**src/rtl/register_file_operand_fetch_pkg.sv**
```systemverilog
// Opcode encoding and operand-class decode shared by operand fetch, write-back mux and hazard logic.
package register_file_operand_fetch_pkg;

    typedef enum logic [3:0] {
        OPCODE_ADD  = 4'd0,
        OPCODE_SUB  = 4'd1,
        OPCODE_AND  = 4'd2,
        OPCODE_OR   = 4'd3,
        OPCODE_XOR  = 4'd4,
        OPCODE_NOT  = 4'd5,
        OPCODE_LSL  = 4'd6,
        OPCODE_LSR  = 4'd7,
        OPCODE_ADDI = 4'd8,
        OPCODE_SUBI = 4'd9,
        OPCODE_MOV1 = 4'd10,
        OPCODE_MOV2 = 4'd11,
        OPCODE_LDUR = 4'd12,
        OPCODE_STUR = 4'd13,
        OPCODE_CBZ  = 4'd14
    } opcode_t;

    typedef enum logic [2:0] {
        OPC_NONE     = 3'd0,
        OPC_TWO_REG  = 3'd1,
        OPC_REG_IMM  = 3'd2,
        OPC_ONE_REG  = 3'd3,
        OPC_IMM_ONLY = 3'd4
    } operand_class_t;

    function automatic operand_class_t operand_class(input opcode_t op);
        operand_class_t cls;
        case (op)
            OPCODE_ADD, OPCODE_SUB, OPCODE_AND, OPCODE_OR, OPCODE_XOR: cls = OPC_TWO_REG;
            OPCODE_ADDI, OPCODE_SUBI, OPCODE_LSL, OPCODE_LSR:          cls = OPC_REG_IMM;
            OPCODE_NOT, OPCODE_MOV1, OPCODE_LDUR:                      cls = OPC_ONE_REG;
            OPCODE_MOV2:                                               cls = OPC_IMM_ONLY;
            default:                                                   cls = OPC_NONE;
        endcase
        return cls;
    endfunction

endpackage

```
**src/rtl/register_file_operand_fetch.sv**
```systemverilog
// Operand fetch: decodes an instruction, reads up to two operands through the single
// synchronous-read register-file port and hands {instr, op_a, op_b} to execute.
module register_file_operand_fetch
    import register_file_operand_fetch_pkg::*;
#(
    parameter int DATA_W = 8,
    parameter int REG_AW = 2
) (
    input  logic              clk,
    input  logic              rst_n,
    input  logic              flush,
    input  logic              in_valid,
    output logic              in_ready,
    input  logic [7:0]        instr,
    output logic              rf_re,
    output logic [REG_AW-1:0] rf_raddr,
    input  logic [DATA_W-1:0] rf_rdata,
    output logic              out_valid,
    input  logic              out_ready,
    output logic [7:0]        out_instr,
    output logic [DATA_W-1:0] op_a,
    output logic [DATA_W-1:0] op_b
);

    typedef enum logic [2:0] {
        ST_IDLE    = 3'd0,
        ST_ISSUE_A = 3'd1,
        ST_ISSUE_B = 3'd2,
        ST_CAP_B   = 3'd3,
        ST_CAP_A   = 3'd4,
        ST_VALID   = 3'd5
    } state_t;

    state_t         state_r;
    state_t         next_state_s;
    operand_class_t in_cls_s;
    operand_class_t cls_s;
    logic [DATA_W-1:0] in_imm_s;
    logic [DATA_W-1:0] imm_s;

    assign in_cls_s  = operand_class(opcode_t'(instr[7:4]));
    assign cls_s     = operand_class(opcode_t'(out_instr[7:4]));
    assign in_imm_s  = DATA_W'(instr[1:0]);
    assign imm_s     = DATA_W'(out_instr[1:0]);
    assign in_ready  = (state_r == ST_IDLE);
    assign out_valid = (state_r == ST_VALID);

    // Next-state and register-file read request decode
    always_comb begin
        next_state_s = state_r;
        rf_re        = 1'b0;
        rf_raddr     = {REG_AW{1'b0}};
        case (state_r)
            ST_IDLE: begin
                if (in_valid) begin
                    case (in_cls_s)
                        OPC_TWO_REG, OPC_REG_IMM, OPC_ONE_REG: next_state_s = ST_ISSUE_A;
                        default:                               next_state_s = ST_VALID;
                    endcase
                end else begin
                    next_state_s = ST_IDLE;
                end
            end
            ST_ISSUE_A: begin
                rf_re = 1'b1;
                if (cls_s == OPC_ONE_REG) begin
                    rf_raddr = REG_AW'(out_instr[1:0]);
                end else begin
                    rf_raddr = REG_AW'(out_instr[3:2]);
                end
                if (cls_s == OPC_TWO_REG) begin
                    next_state_s = ST_ISSUE_B;
                end else begin
                    next_state_s = ST_CAP_A;
                end
            end
            ST_ISSUE_B: begin
                rf_re        = 1'b1;
                rf_raddr     = REG_AW'(out_instr[1:0]);
                next_state_s = ST_CAP_B;
            end
            ST_CAP_B: next_state_s = ST_VALID;
            ST_CAP_A: next_state_s = ST_VALID;
            ST_VALID: begin
                if (out_ready) begin
                    next_state_s = ST_IDLE;
                end else begin
                    next_state_s = ST_VALID;
                end
            end
            default: next_state_s = ST_IDLE;
        endcase
    end

    // State register and operand capture; flush aborts without touching latched operands
    always_ff @(posedge clk) begin
        if (!rst_n) begin
            state_r   <= ST_IDLE;
            out_instr <= 8'd0;
            op_a      <= {DATA_W{1'b0}};
            op_b      <= {DATA_W{1'b0}};
        end else if (flush) begin
            state_r <= ST_IDLE;
        end else begin
            state_r <= next_state_s;
            case (state_r)
                ST_IDLE: begin
                    if (in_valid) begin
                        out_instr <= instr;
                        op_a      <= {DATA_W{1'b0}};
                        op_b      <= (in_cls_s == OPC_IMM_ONLY) ? in_imm_s : {DATA_W{1'b0}};
                    end
                end
                // rf_rdata here is the ISSUE_A read; the ISSUE_B read lands in CAP_B
                ST_ISSUE_B: op_a <= rf_rdata;
                ST_CAP_A: begin
                    op_a <= rf_rdata;
                    if (cls_s == OPC_REG_IMM) begin
                        op_b <= imm_s;
                    end
                end
                ST_CAP_B: op_b <= rf_rdata;
                default: ;
            endcase
        end
    end

endmodule

```
**config.mk**
```make
export PLATFORM = sky130hd
export DESIGN_NAME = register_file_operand_fetch
export DESIGN_NICKNAME = d
export VERILOG_FILES = /design/src/rtl/register_file_operand_fetch_pkg.sv /design/src/rtl/register_file_operand_fetch.sv
export SDC_FILE = /design/constraint.sdc
export NUM_CORES = 1
export LEC_CHECK = 0
export BUFFER_PORTS_ARGS = -buffer_cell sky130_fd_sc_hd__buf_2
export CAP_MARGIN = 25
export CELL_PAD_IN_SITES_DETAIL_PLACEMENT = 1
export CELL_PAD_IN_SITES_GLOBAL_PLACEMENT = 1
export CORE_ASPECT_RATIO = 0.7
export CORE_MARGIN = 3
export CORE_UTILIZATION = 30
export DETAILED_ROUTE_END_ITERATION = 7
export GPL_ROUTABILITY_DRIVEN = 0
export PLACE_DENSITY = 0.72
export RECOVER_POWER = 25
export SETUP_SLACK_MARGIN = 0.5
export SYNTH_ARGS = -nofsm -noshare
export SYNTH_HDL_FRONTEND = slang
export SYNTH_SLANG_ARGS = --single-unit
```
**constraint.sdc**
```tcl
create_clock -name clk -period 3.7 [get_ports clk]
set_input_delay 0.555 -clock clk [delete_from_list [all_inputs] [get_ports clk]]
set_output_delay 0.555 -clock clk [all_outputs]
set_load 0.1 [all_outputs]
```
# Yosys cells after proc, flatten, opt, wreduce, memory -nomap -nowiden
# Memory sizes are Yosys's and may differ from the RTL's. A register that Yosys moved wholly into a read port is not among the register bits.
# Index checks and enable logic that the tools add are counted.
[word_totals] reg_bits=27 mem_bits_ro=96 inputBits=21 output_inout_bits=29 word_cells=49 mem_count=2
[op_classes] n_eq_ne=14 n_mux=16 bitwise_logic=2 n_reduce_logical=11
[mem_list] name="(name not given)" depth=16 width=3 read_ports=1 rd_clocked_by_memory_dff=1 write_ports=0 line_no="register_file_operand_fetch_pkg.sv:32" source="case (op)"
[mem_list] name="(name not given)" depth=16 width=3 read_ports=1 rd_clocked_by_memory_dff=0 write_ports=0 line_no="register_file_operand_fetch_pkg.sv:32"
[ops] op="8-bit 2-to-1 mux" count=3
[ops] op="8-bit one-hot mux with 3 select lines" count=1
[ops] op="3-bit by 2-bit equality test with 1-bit output, second input constant" count=6
[ops] op="8-bit one-hot mux with 2 select lines" count=1
[ops] op="3-bit one-hot mux with 5 select lines" count=1
[ops] op="3-bit 2-to-1 mux" count=4
[ops] op="3-bit by 1-bit equality test with 1-bit output, second input constant" count=3
[ops] op="3-bit equality test, second input constant" count=3
[ops] op="4-bit 2-to-1 mux" count=2
[ops] op="2-bit OR reduction" count=4
[ops] op="3-bit AND reduction" count=2
[ops] op="2-bit 2-to-1 mux" count=2
[ops] op="2-bit != test, second input constant" count=2
[ops] op="2-bit one-hot mux with 2 select lines" count=1
[ops] op="4-bit AND reduction" count=1
[ops] op="3-bit zero test" count=1
[ops] op="3-bit nonzero test" count=1
[ops] op="3-bit OR reduction" count=1
[ops] op="1-bit NOT" count=2
[ops] op="2-bit nonzero test" count=1
[ops] op="1-bit 2-to-1 mux" count=1

# Logic depth before layout (Yosys ltp)
# Gate-level depths: netlist (run 1).
# An unclocked memory read counts as a cell.
[logic_depth] ltp_word=6 ltp_mapped=6 ltp_nobuf=4

# Least setup slack after synthesis (run 1)
# OpenSTA, ideal clock, no wires.
[synth_path] path_type="register -> output" from="register state_r[2]" to="output in_ready" arrival_time_ps=2579 required_ps=3145 slack_ps=566 stages_incl_launch_ff=3 path_buffers=1 path_cell_list="dfxtp_1 -> buf_2 -> nor3_1"
[synth_via] elab_chain_cells=1
[synth_rtl] element="start: declaration" line_no="register_file_operand_fetch.sv:34" source="state_t state_r;"
[synth_rtl] element="start signal: assignment" line_no="register_file_operand_fetch.sv:105" source="state_r <= next_state_s;"
[synth_rtl] element="3-bit zero test" line_no="register_file_operand_fetch.sv:45" source="assign in_ready = (state_r == ST_IDLE);"
[synth_rtl] element="end: declaration" line_no="register_file_operand_fetch.sv:13" source="output logic in_ready,"
# No other way between the ends.

# Worst setup path in the final report (run 1)
[layout_path] from="register state_r[0]" to="output rf_raddr[1]"
[layout_via] elab_chain_cells=2 word_cells_on_any_way=3 cone_classes="eq/ne (2); mux (1)"
[layout_rtl] element="3-bit by 2-bit equality test with 1-bit output or 3-bit by 1-bit equality test with 1-bit output (tied branches)" line_no="register_file_operand_fetch.sv:53" source="case (state_r)"
[layout_rtl] element="2-bit one-hot mux with 2 select lines *" line_no="register_file_operand_fetch.sv:53"
[layout_rtl] element="end: declaration" line_no="register_file_operand_fetch.sv:16" source="output logic [REG_AW-1:0] rf_raddr,"
# Every way passes the cells marked *; elsewhere a longest branch is shown, timed or not.

==> out/results.ini, run 1 <==
[status]
status=complete, no violations

[sta]
post-route-period-util_pct=72.2
setup_viol=0
setup_tns_ps=0
slew_violations=0
maxSlewHeadroom_pct=22.2
hold_violations=0
fin_skew_ps=3.35
setup_ws_ps=1030
layout_min_cycle_time_ps=2670
worstMarginPinSlew_ps=1170
timing.fmax_ghz=0.374
whs_ps=446
rsz0062_at_grt=false

[global_routing]
grt_pass1_wl_um=7260
grt_max_degree=35
antenna_found_initial=0
grt_usage_pct=15.5
grt_pass1_vias=1449
overflow=0

[setup_path]
end_kind=primary output
cp-start-kind=flip-flop
critPathRequiredTime_ps=3140
crit_family=flip-flops
path_cells=nand2b_1 > o21ai_0 > a22oi_1 > nor2_1 > buf_2
crit_slowest_cell=dfxtp_1
criticalPathCategory=flip-flop to primary output
slowest_delay_ps=580
path_max_fanout=13
worstPathBufferInverterCount=1
arrival_ps=2120

[route]
ant_nets=0
avgRoutedWirePerCell_um=14.6
drcViolationCount=0
vias=1479
drt_iter0_markers=68
vias_per_cell=5.03
routed_wirelength_um=4290
first_pass_iters=4

[floorplanning]
die_area_mm2=0.00591
io-pin-count=50
initial_core_util_pct=32.8
die_x_um=90.6
rows=20
fp.dieH_um=65.2
core_area_mm2=0.00458

[layout]
final_nets=248
postLayoutCoreUtil_pct=40.5
drive_above_1_share_pct=23.2
area_growth_pct=23.5
n_antenna_cell=0

[synthesis]
synth_mux_area_share_pct=0.666
synth_area_mm2=0.00150
syn_avg_cell_area_um2=8.26
yosys_most_used_dff=dfxtp_1
synth-seq-cells=30
synthArstFlopShare_pct=0
synth.top_cells.by_count=nand2_1, dfxtp_1, nand3_1, nor2_1
ys_seq_area_share_pct=39.9
synthTopCellsByArea=dfxtp_1, nand2_1, nand4b_1, a21boi_0, a21boi_1
synth.net_count=203
yosys_warnings=0
synth_top_area_share_pct=39.9
synth_edf_count=0
synth-simple-area-share_pct=29.5
synth_top_family_by_area=simple AND/OR/NAND/NOR gates
synth_compound_gate_area_share_pct=24.9
yosys.area.top_type=dfxtp_1
synthCells=182
synth_most_common_cell=nand2_1
yosys.area_share.adder_pct=0.666
yosysUniqueCellTypes=41
synth_xor_area_share_pct=0.582

[place]
post-dp-hpwl_um=3180
post-place-ws_ps=1340
port_buffers=49

[run]
drv_cap=0

[power_and_ir_drop]
power.static_leakage_nw=0.713
peakVddDrop_uv=152
p_per_area_mw_per_mm2=415

[cts]
insertion_delay_ps=290
cts_resized=0
cts_root_buf=clkbuf_8
cts_hold_repair.buffers=0
cts_made_buffers=5
clk_pin_slew_ps=60
cts_setup_buffers=0
htree_levels=2
cts_tree=yes
cts_sinks=30
cts_buffer_depth=2

[hold_path]
hold_class=flip-flop to flip-flop

==> metal layers <==
metal | track usage [%] | vias up | routed length, µm
li1 | - | 742 | -
met1 | 22.5 | 694 | 2360
met2 | 20.9 | 35 | 1650
met3 | 4.69 | 8 | 203
met4 | 6.30 | 0 | 74
met5 | 0 | - | 0
==> tightest hold or removal path, stage by stage, from the launching register on <==
cell and delay [ps]:
dfxtp_1 310, nand2_1 50, o21ai_1 50
==> flip-flops by register name, summed over array words and instances (netlist names) <==
| name | cells |
|---|---|
| op_b | 8 |
| cls_s | 3 |
| state_r | 3 |
| op_a | 8 |
| out_instr | 8 |
==> cell families (layout without fill, tap and decap cells) <==
logic type                 count (synthesis)  count (layout)
AOI/OAI and AO/OA                         55              55
xor gates and xnor gates                   1               1
adders and majority gates                  1               1
buffers and inverters                     12              58
DFF                                       30              30
muxes                                      1               1
and+or+nand+nor                           82              82
==> cell type report <==
type	instances	area (µm²)
Tap cell	66	82.6
Multi-Input combinational cell	140	847
Fill cell	598	2720
Clock buffer	7	86.3
Clock inverter	1	5.00
Timing Repair Buffer	49	231
Sequential cell	30	601
Inverter	1	3.75
==> metrics by stage <==
stage          power [mW]  cell area (µm²)  cells
3_3_place_gp        0.504             1780    286
5_1_grt             0.808             1860    294
4_1_cts             0.780             1870    294
2_1_floorplan       0.468             1500    182
6_report            0.770             1860    294
3_5_place_dp        0.505             1780    286
==> report_power, final <==
group          leakage, nW  switching [mW]  internal, mW
logic                0.422           0.115        0.0361
clock network       0.0482           0.124         0.150
registers            0.243          0.0130         0.332
==> final timing paths <==
kind | startpoint | cells after the start | slack [ps] | to
worst min-delay path | op_b[6]$_SDFFE_PN0P_ | 2 | 450 | op_b[6]$_SDFFE_PN0P_
worst max register to register | state_r[2]$_SDFF_PP0_ | 4 | 1820 | op_b[2]$_SDFFE_PN0P_
worst max-delay path | state_r[0]$_SDFF_PP0_ | 5 | 1030 | rf_raddr[1]
worst min register to register | op_b[6]$_SDFFE_PN0P_ | 2 | 450 | op_b[6]$_SDFFE_PN0P_
==> cell usage in the layout, fill, tap and decap left out, types with 2 or more instances in the layout <==
master | netlist | layout
a21boi_0 | 8 | 8
a21boi_1 | 8 | 8
a21oi_1 | 7 | 7
a21oi_2 | 3 | 3
a222oi_1 | 2 | 2
a22oi_1 | 2 | 2
a31oi_1 | 3 | 3
buf_2 | 6 | 38
clkbuf_1 | 3 | 12
clkbuf_8 | 0 | 6
dfxtp_1 | 30 | 30
nand2_1 | 36 | 36
nand2b_1 | 4 | 4
nand3_1 | 9 | 9
nand3b_1 | 2 | 2
nand4b_1 | 8 | 8
nor2_1 | 9 | 9
nor2b_1 | 2 | 2
nor3_1 | 3 | 3
o21ai_0 | 8 | 8
o21ai_1 | 7 | 7
o31ai_1 | 2 | 2
No activity file was read; power rests on OpenSTA's default activity.
==> run 2, diff against run 1 <==
- clock period: 3.7 -> 2.75 ns (I/O delays scaled with it)
==> run 2 against run 1 <==
  * Clock-buffer cell count fell by 1
  * Clock power increased by 110%
  * Hold slack worse by 90 ps
  * Final cell count did not move
  * Die area stayed put
  * Flip-flop and latch count unchanged
  * Critical path type unchanged
  * Non-clock buffer count stayed put
  * Combinational power rose by 36%
  * Routed wire length increased by 6.6%
  * Sequential share of layout area decreased by 1.2 points
  * Critical path depth unchanged
  * Via count increased by 0.14%
==> out/results.ini, run 2 (synthesis results as in run 1) <==
[place]
dp_cells=286
post-dp-hpwl_um=3340
port_buffers=49
dpl_cell_area_mm2=0.00181

[layout]
drive_above_1_share_pct=26.8
fillCellCount=568
seqCellArea_um2=604
area_growth_pct=29.2
final_area_mm2=0.00194
multi_input_area_um2=876
n_antenna_cell=0
final_nets=248
postLayoutCoreUtil_pct=42.4
stdcell_count=294
largest_registers=op_a (8), op_b (8), out_instr (8)
mostFrequentLayoutCells=nand2_1, buf_2, dfxtp_1
layout_commonest_cell=nand2_1

[power_and_ir_drop]
p_total_mw=1.24
p_per_area_mw_per_mm2=636
peakVddDrop_uv=173
intPower_mw=0.884
p_clk_share_pct=45.6
power.net_switching_mw=0.352
swShare_pct=28.5
power.static_leakage_nw=0.732
seqPwrFrac_pct=37.8
p_comb_share_pct=16.7

[setup_path]
crit_slowest_cell=dfxtp_2
arrival_ps=1730
worstPathBufferInverterCount=1
r2r_slack_ps=980
cp.depth=5
reg2reg_depth=4
path_max_fanout=15
r2r_start=state_r[2]$_SDFF_PP0_
cp-start-kind=flip-flop
end_kind=primary output
critPathRequiredTime_ps=2340
criticalPathCategory=flip-flop to primary output
slowest_delay_ps=400
path_cells=nand2b_2 > o21ai_0 > a22oi_1 > nor2_4 > buf_4
crit_family=compound AO/OA/AOI/OAI gates
timing.rr.end=cls_s[0]$_DFF_P_

[sta]
maxSlewHeadroom_pct=11.5
fin_skew_ps=13.6
rsz0062_at_grt=false
hold_violations=0
post-route-period-util_pct=78.1
setup_viol=0
timing.fmax_ghz=0.466
layout_min_cycle_time_ps=2150
setup_tns_ps=0
worstMarginPinSlew_ps=1330
slew_violations=0

[run]
drv_cap=0

[global_routing]
antenna_found_initial=0
grtUsageMet2_pct=23.6
use_met1_pct=22.8
overflow=0
grt_pass1_vias=1481
grt_usage_pct=16.1
top_usage_layer=met2
use_met3_pct=4.69
grt_max_degree=35
grt_pass1_wl_um=7520

[cts]
cts_hold_repair.buffers=0
htree_levels=2
cts_root_buf=clkbuf_8
cts_tree=yes
cts_buffer_depth=2
insertion_delay_ps=290
cts_sinks=30
cts_setup_buffers=0
cts_made_buffers=5
clk_pin_slew_ps=70

[route]
drcViolationCount=0
vias_per_cell=5.04
drt_iter0_markers=50
ant_nets=0
vias=1481
first_pass_iters=4
routed_wirelength_um=4570
avgRoutedWirePerCell_um=15.5

[hold_path]
hold_depth=3
hp-start=instr[2]
worstHoldEndpoint=out_instr[2]$_SDFFE_PN0P_
hold_class=input pin to flip-flop

[status]
status=complete, no violations

[floorplanning]
die_x_um=90.6
rows=20
core_area_mm2=0.00458
die_area_mm2=0.00591
initial_core_util_pct=32.8
fp.dieH_um=65.2
io-pin-count=50

-- run 2: changes by cell type in the layout (fill, tap and decap cells not counted), moves of 2 or more --
cell,before,now
buf_2,38,34
buf_4,0,2
bufinv_16,0,2
dfxtp_1,30,27
dfxtp_2,0,3
nor2_1,9,6
nor2_4,0,2
-- run 2: how the worst max path moves through the flow --
stage	to	startpoint
2_1_floorplan	rf_raddr[0]	out_instr[0]$_SDFFE_PN0P_
3_3_place_gp	rf_raddr[0]	state_r[0]$_SDFF_PP0_
3_5_place_dp	rf_raddr[1]	state_r[0]$_SDFF_PP0_
4_1_cts	rf_raddr[0]	state_r[1]$_SDFF_PP0_
5_1_grt	rf_raddr[0]	state_r[1]$_SDFF_PP0_
6_report	rf_raddr[0]	state_r[1]$_SDFF_PP0_
-- run 2: repair_timing --
action / CTS / global route
hold endpoints to repair: 0 / 0
resized for setup: 4 / 2
setup endpoints to repair: 2 / 3
pin swaps: 0 / 0
cloned: 0 / 0
-- run 2: final cells by class --
cell class / instances / area share (%)
Timing Repair Buffer: 49 / 12.0
Clock inverter: 2 / 3.09
Inverter: 1 / 0.193
Tap cell: 66 / 4.25
Sequential cell: 30 / 31.1
Multi-Input combinational cell: 140 / 45.1
Clock buffer: 6 / 4.25
-- run 2: worst register-to-register path: stages, from the launching register on --
cell and delay [ps]:
dfxtp_2 420, nor4b_1 510, nand2b_1 380, a21oi_1 220, o21ai_1 80
-- run 2: layer usage --
layer	routed length, µm	share of wire [%]	vias to the layer above
met5	0	0	-
met4	60	1.3	0
met3	244	5.3	10
met2	1870	41	37
met1	2400	53	692
li1	-	-	742
-- run 2: power groups by stage --
stage                     registers (mW)  clock network (mW)  logic (mW)
final                              0.466               0.563       0.206
after global routing               0.469               0.587       0.220
after CTS                          0.466               0.569       0.208
after detailed placement           0.476                   0       0.206
after global placement             0.475                   0       0.205
after floorplan                    0.532                   0      0.0999
-- run 2: metrics by stage --
stage | setup slack (ps) | hold slack, ps
global route | 502 | 370
CTS | 537 | 353
global placement | 643 | 440
floorplan | 560 | 547
finish | 603 | 356
detailed placement | 563 | 441
